--- src/rtl/vsync_tracker.sv ---
// Receive-side vertical timing tracker: recovers the line index from a vsync/blank
// pair, measures frame geometry, and qualifies lock over consecutive frames.
module vsync_tracker #(
  parameter int unsigned EXP_TOTAL   = 667,
  parameter int unsigned EXP_ACTIVE  = 600,
  parameter int unsigned EXP_SYNC    = 6,
  parameter int unsigned CHECK_EXP   = 1,
  parameter int unsigned LOCK_FRAMES = 2
) (
  input  logic        line_clk,
  input  logic        rst_n,
  input  logic        vsync_in,
  input  logic        blank_in,
  output logic [10:0] y_crd,
  output logic        frame_start,
  output logic        locked,
  output logic [10:0] total_lines,
  output logic [10:0] active_lines,
  output logic [10:0] sync_width,
  output logic        timing_err
);

  // state    | meaning
  // SEARCH   | waiting for the first frame edge
  // MEASURE  | first full frame in progress, no reference yet
  // VERIFY   | comparing frames against the reference, counting matches
  // LOCKED   | timing stable, any deviation raises timing_err
  typedef enum logic [1:0] {SEARCH, MEASURE, VERIFY, LOCKED} state_t;

  localparam logic [10:0] CNT_MAX = 11'h7FF;
  localparam logic [10:0] EXP_T   = 11'(EXP_TOTAL);
  localparam logic [10:0] EXP_A   = 11'(EXP_ACTIVE);
  localparam logic [10:0] EXP_S   = 11'(EXP_SYNC);
  localparam logic [2:0]  LOCK_N  = 3'(LOCK_FRAMES);

  state_t      state_q, state_d;
  logic        blank_q;
  logic [10:0] line_cnt_q, line_cnt_d;
  logic [10:0] act_cnt_q, act_cnt_d;
  logic [10:0] syn_cnt_q, syn_cnt_d;
  logic [2:0]  match_q, match_d;
  logic [10:0] ref_t_q, ref_t_d;
  logic [10:0] ref_a_q, ref_a_d;
  logic [10:0] ref_s_q, ref_s_d;
  logic        locked_q, locked_d;
  logic        err_q, err_d;
  logic        frame_start_q;
  logic [10:0] total_q, active_q, sync_q;
  logic        snap_en;

  logic        edge_e;
  logic        timeout;
  logic [10:0] meas_t;
  logic        exp_ok;
  logic        ref_eq;
  logic [2:0]  match_inc;

  assign edge_e    = ~blank_in & blank_q;
  assign meas_t    = line_cnt_q + 11'd1;
  assign exp_ok    = (CHECK_EXP == 0) ||
                     ((meas_t == EXP_T) && (act_cnt_q == EXP_A) && (syn_cnt_q == EXP_S));
  assign ref_eq    = (meas_t == ref_t_q) && (act_cnt_q == ref_a_q) && (syn_cnt_q == ref_s_q);
  assign match_inc = match_q + 3'd1;

  // The edge line belongs to the new frame, so counters restart at 1 when it qualifies.
  always_comb begin
    line_cnt_d = (line_cnt_q == CNT_MAX) ? CNT_MAX : line_cnt_q + 11'd1;
    act_cnt_d  = (~blank_in && act_cnt_q != CNT_MAX) ? act_cnt_q + 11'd1 : act_cnt_q;
    syn_cnt_d  = (~vsync_in && syn_cnt_q != CNT_MAX) ? syn_cnt_q + 11'd1 : syn_cnt_q;
    if (edge_e) begin
      line_cnt_d = 11'd0;
      act_cnt_d  = {10'd0, ~blank_in};
      syn_cnt_d  = {10'd0, ~vsync_in};
    end
  end

  assign timeout = ~edge_e && (line_cnt_d == CNT_MAX) && (state_q != SEARCH);

  always_ff @(posedge line_clk) begin
    if (!rst_n) begin
      state_q       <= SEARCH;
      blank_q       <= 1'b1;
      line_cnt_q    <= '0;
      act_cnt_q     <= '0;
      syn_cnt_q     <= '0;
      match_q       <= '0;
      ref_t_q       <= '0;
      ref_a_q       <= '0;
      ref_s_q       <= '0;
      locked_q      <= 1'b0;
      err_q         <= 1'b0;
      frame_start_q <= 1'b0;
      total_q       <= '0;
      active_q      <= '0;
      sync_q        <= '0;
    end else begin
      state_q       <= state_d;
      blank_q       <= blank_in;
      line_cnt_q    <= line_cnt_d;
      act_cnt_q     <= act_cnt_d;
      syn_cnt_q     <= syn_cnt_d;
      match_q       <= match_d;
      ref_t_q       <= ref_t_d;
      ref_a_q       <= ref_a_d;
      ref_s_q       <= ref_s_d;
      locked_q      <= locked_d;
      err_q         <= err_d;
      frame_start_q <= edge_e;
      if (snap_en) begin
        total_q  <= meas_t;
        active_q <= act_cnt_q;
        sync_q   <= syn_cnt_q;
      end
    end
  end

  always_comb begin
    state_d = state_q;
    if (timeout) begin
      state_d = SEARCH;
    end else if (edge_e) begin
      case (state_q)
        SEARCH:  state_d = MEASURE;
        MEASURE: state_d = VERIFY;
        VERIFY:  if (ref_eq && exp_ok && match_inc >= LOCK_N) state_d = LOCKED;
        LOCKED:  if (!ref_eq) state_d = VERIFY;
        default: state_d = SEARCH;
      endcase
    end
  end

  always_comb begin
    match_d  = match_q;
    ref_t_d  = ref_t_q;
    ref_a_d  = ref_a_q;
    ref_s_d  = ref_s_q;
    err_d    = 1'b0;
    snap_en  = 1'b0;
    if (timeout) begin
      match_d = '0;
      err_d   = (state_q == LOCKED);
    end else if (edge_e) begin
      snap_en = (state_q != SEARCH);
      case (state_q)
        MEASURE: begin
          ref_t_d = meas_t;
          ref_a_d = act_cnt_q;
          ref_s_d = syn_cnt_q;
          match_d = {2'b00, exp_ok};
        end
        VERIFY: begin
          if (ref_eq && exp_ok) begin
            match_d = match_inc;
          end else begin
            ref_t_d = meas_t;
            ref_a_d = act_cnt_q;
            ref_s_d = syn_cnt_q;
            match_d = {2'b00, exp_ok};
          end
        end
        LOCKED: begin
          if (!ref_eq) begin
            err_d   = 1'b1;
            ref_t_d = meas_t;
            ref_a_d = act_cnt_q;
            ref_s_d = syn_cnt_q;
            match_d = '0;
          end
        end
        default: ;
      endcase
    end
    locked_d = (state_d == LOCKED);
  end

  assign y_crd        = line_cnt_q;
  assign frame_start  = frame_start_q;
  assign locked       = locked_q;
  assign total_lines  = total_q;
  assign active_lines = active_q;
  assign sync_width   = sync_q;
  assign timing_err   = err_q;

endmodule

--- config.mk ---
export PLATFORM = sky130hd
export DESIGN_NAME = vsync_tracker
export DESIGN_NICKNAME = d
export VERILOG_FILES = /design/src/rtl/vsync_tracker.sv
export SDC_FILE = /design/constraint.sdc
export NUM_CORES = 1
export LEC_CHECK = 0
export ABC_AREA = 1
export BUFFER_PORTS_ARGS = -buffer_cell sky130_fd_sc_hd__clkbuf_2
export CAP_MARGIN = 40
export CORE_MARGIN = 2
export CORE_UTILIZATION = 60
export CTS_BUF_LIST = sky130_fd_sc_hd__clkbuf_8
export DETAILED_ROUTE_END_ITERATION = 10
export GPL_ROUTABILITY_DRIVEN = 0
export PLACE_DENSITY = 0.81
export SLEW_MARGIN = 20
export SYNTH_ARGS = -nofsm -noshare
export SYNTH_HDL_FRONTEND = slang
export SYNTH_SLANG_ARGS = --single-unit
--- constraint.sdc ---
create_clock -name line_clk -period 6.6 [get_ports line_clk]
set_clock_uncertainty 0.2 [all_clocks]
set_input_delay 0.33 -clock line_clk [delete_from_list [all_inputs] [get_ports line_clk]]
set_output_delay 0.33 -clock line_clk [all_outputs]
set_load 0.02 [all_outputs]
==> results.ini <==
[yosys]
synth-adder-area-share = 0.0185
synth.ff_latch_count = 108
yosys-mux-area-fraction = 0
yosysSeqAreaShare = 0.399
synth-simple-area-share = 0.349
synth_top_family_by_area = simple AND/OR/NAND/NOR gates
synth_xor_area_frac = 0.0286
syn-cell-area_um2 = 5420
synth_area_per_cell_um2 = 6.62
syn_inst = 819
synth_nets = 831
ys_types = 35
yosys_warnings = 0
synth_compound_area_frac = 0.112

[place]
dpl.hpwl_mm = 9.75
dp_cells = 954
placed_area_um2 = 5740
numPortBuffers = 50
place_ws_ps = 2980

[worst_setup_path]
worstReg2RegStart = y_crd[0]
required_ps = 6680
reg2reg_depth = 17
worstSetupPathType = flip-flop to flip-flop
path_max_fanout = 35
end_kind = flip-flop
cp_data_arrival_time_ps = 3760
worstSetupStartpointType = flip-flop
r2r-end = ref_s_q[0]
rrSetupSlack_ps = 2920

[cts]
cts.sinks = 108
cts-root-buf = clkbuf_8
holdBufCountCts = 0
htree_levels = 3
cts_setup_buffers = 0
tritoncts.num_buffers = 9
cts_resized = 0
clk_pin_slew_ps = 100
cts_tree = yes
clock_path_buffers = 2
insertion_delay_ps = 380

[sta]
setup_violations = 0
hold_violations = 0
period_needed_ps = 3680
tns_ps = 0
rsz0062_at_grt = no
setup_slack_ps = 2920
slew_headroom = 0.535
fin_crit_sh = 0.557
slew_viol_final = 0
worst_pin_slew_ps = 696
fmax_mhz = 272

[global_routing]
antenna_found_initial = 0
grt_max_degree = 68
grt_pass1_wl_mm = 23.3
grtUsageTotal = 0.292
grt_pass1_vias = 5019
grt_overflow = 0

[final_layout]
drive_above_1_share = 0.103
n_antenna_cell = 0
nets = 869
multi_input_area_um2 = 2760
seq_area_um2 = 2160
fin_util = 0.680
fin_area_um2 = 5960
instances_no_fill = 970
area_growth_pct = 9.85
nFillCells = 794

[drt]
wl_per_cell_um = 14.3
routed_via_density = 5.55
wirelength_mm = 13.9
dr.pass1.iters = 5
dr.first_iter.drc_count = 339
vias = 5384
detail-route-antenna-nets = 0
drc = 0

[floorplan]
die_height_um = 99.1
start_util = 0.619
ioPinCount = 51
core_area_um2 = 8760
rows = 34
die_w_um = 99.1
die_area_um2 = 9820

[min_path]
hp-start = blank_in
hold_path_depth = 3
holdCritPathClass = input port to flip-flop
hold_end = blank_q

[power]
p_leak_nw = 2.80
power_density_nw_per_um2 = 234
vdd_ir_drop_max_mv = 0.149

[job]
maxCapViolCount = 0

[outcome]
status = completed

[worst max-delay path, cell delays in order, from the launching register on]
cell and delay, ps:
dfxtp_1 490, inv_1 160, ha_1 410, inv_1 110, nand2_1 80, nand2_1 90
nor2_1 110, nand2_1 60, nor2_1 160, nand2_1 70, nor2_1 100, nand3_1 100
nor2_2 130, nand4_4 470, nand2_2 280, inv_2 290, nor2_1 200, nor2_1 60
[logic make-up after synthesis]
family | Yosys count
flops | 108
compound gates | 112
buf+inv | 127
fa+ha+maj | 8
xor+xnor | 16
simple gates | 448
[how the worst max path moves through the flow]
stage	start	cells past startpoint	endpoint
final	y_crd[0]	17	ref_s_q[0]
after global routing	y_crd[0]	17	ref_t_q[6]
after CTS	y_crd[0]	17	ref_s_q[0]
after detailed placement	y_crd[0]	17	ref_s_q[0]
after global placement	y_crd[0]	17	ref_s_q[4]
after floorplan	y_crd[0]	18	ref_a_q[2]
[cell type report]
cell class                 instances  area share
tap                              108      0.0227
timing repair buffer              54      0.0504
clock buffer                       9      0.0208
multi-input combinational        584       0.464
inverter                         100      0.0630
sequential                       108       0.363
clock inverter                     7      0.0166
[synthesized netlist by cell type]
cell / instances / area share
a211oi_1: 3 / 0.0042
a21oi_1: 53 / 0.049
a21oi_4: 1 / 0.0030
a41o_1: 1 / 0.0018
and3_1: 1 / 0.0012
buf_1: 1 / 0.00069
buf_2: 6 / 0.0055
buf_6: 3 / 0.0062
clkbuf_1: 17 / 0.012
dfxtp_1: 108 / 0.40
ha_1: 8 / 0.018
inv_1: 98 / 0.068
inv_2: 2 / 0.0014
nand2_1: 197 / 0.14
nand2_2: 6 / 0.0069
nand3_1: 53 / 0.049
nand3_2: 1 / 0.0018
nand3b_1: 5 / 0.0069
nand4_1: 17 / 0.020
nand4_4: 1 / 0.0039
nor2_1: 151 / 0.10
nor2_2: 4 / 0.0046
nor2_4: 2 / 0.0042
nor3_1: 6 / 0.0055
nor3b_1: 1 / 0.0014
nor4_1: 2 / 0.0023
o211ai_1: 3 / 0.0042
o21a_1: 3 / 0.0042
o21ai_0: 46 / 0.042
o21ai_2: 1 / 0.0016
o21bai_1: 1 / 0.0014
or2_2: 1 / 0.0012
xnor2_1: 7 / 0.011
xor2_1: 8 / 0.013
xor3_1: 1 / 0.0044
[through the flow]
step	hold WS [ps]	total power, mW
5_1_grt	58.4	1.45
6_report	49.4	1.39
3_5_place_dp	280	0.947
2_1_floorplan	241	0.886
4_1_cts	39.0	1.39
3_3_place_gp	256	0.935
[where the power goes]
part	internal (mW)	switching (mW)	total [mW]	leakage (nW)
Clock	0.217	0.239	0.455	0.116
Combinational	0.0739	0.147	0.221	1.81
Sequential	0.688	0.0267	0.715	0.880
[per-layer routing]
metal | GRT usage | routed length (um) | vias up
li1 | - | - | 2661
met5 | 0 | 0 | -
met1 | 0.372 | 6030 | 2496
met3 | 0.0489 | 875 | 37
met4 | 0.119 | 327 | 0
met2 | 0.494 | 6660 | 190
[layout by cell type, fill, tap and decap left out, drive strengths merged, types with 3 or more instances in the layout]
cell type	Yosys	final
nand2	203	203
nor2	157	157
dfxtp	108	108
inv	100	103
clkbuf	17	59
a21oi	54	54
nand3	54	54
o21ai	47	47
nand4	18	18
xor2	8	8
ha	8	8
xnor2	7	7
nor3	6	6
nand3b	5	5
buf	10	4
o21a	3	3
o211ai	3	3
a211oi	3	3
[flip-flops by register name, indices dropped and copies added (netlist names), 2 cells and up]
name,cells
syn_cnt_q,11
active_lines,11
ref_s_q,11
total_lines,11
y_crd,11
act_cnt_q,11
ref_a_q,11
ref_t_q,11
match_q,3
state_q,2
sync_width,11
(Power assumes the default switching activity.)
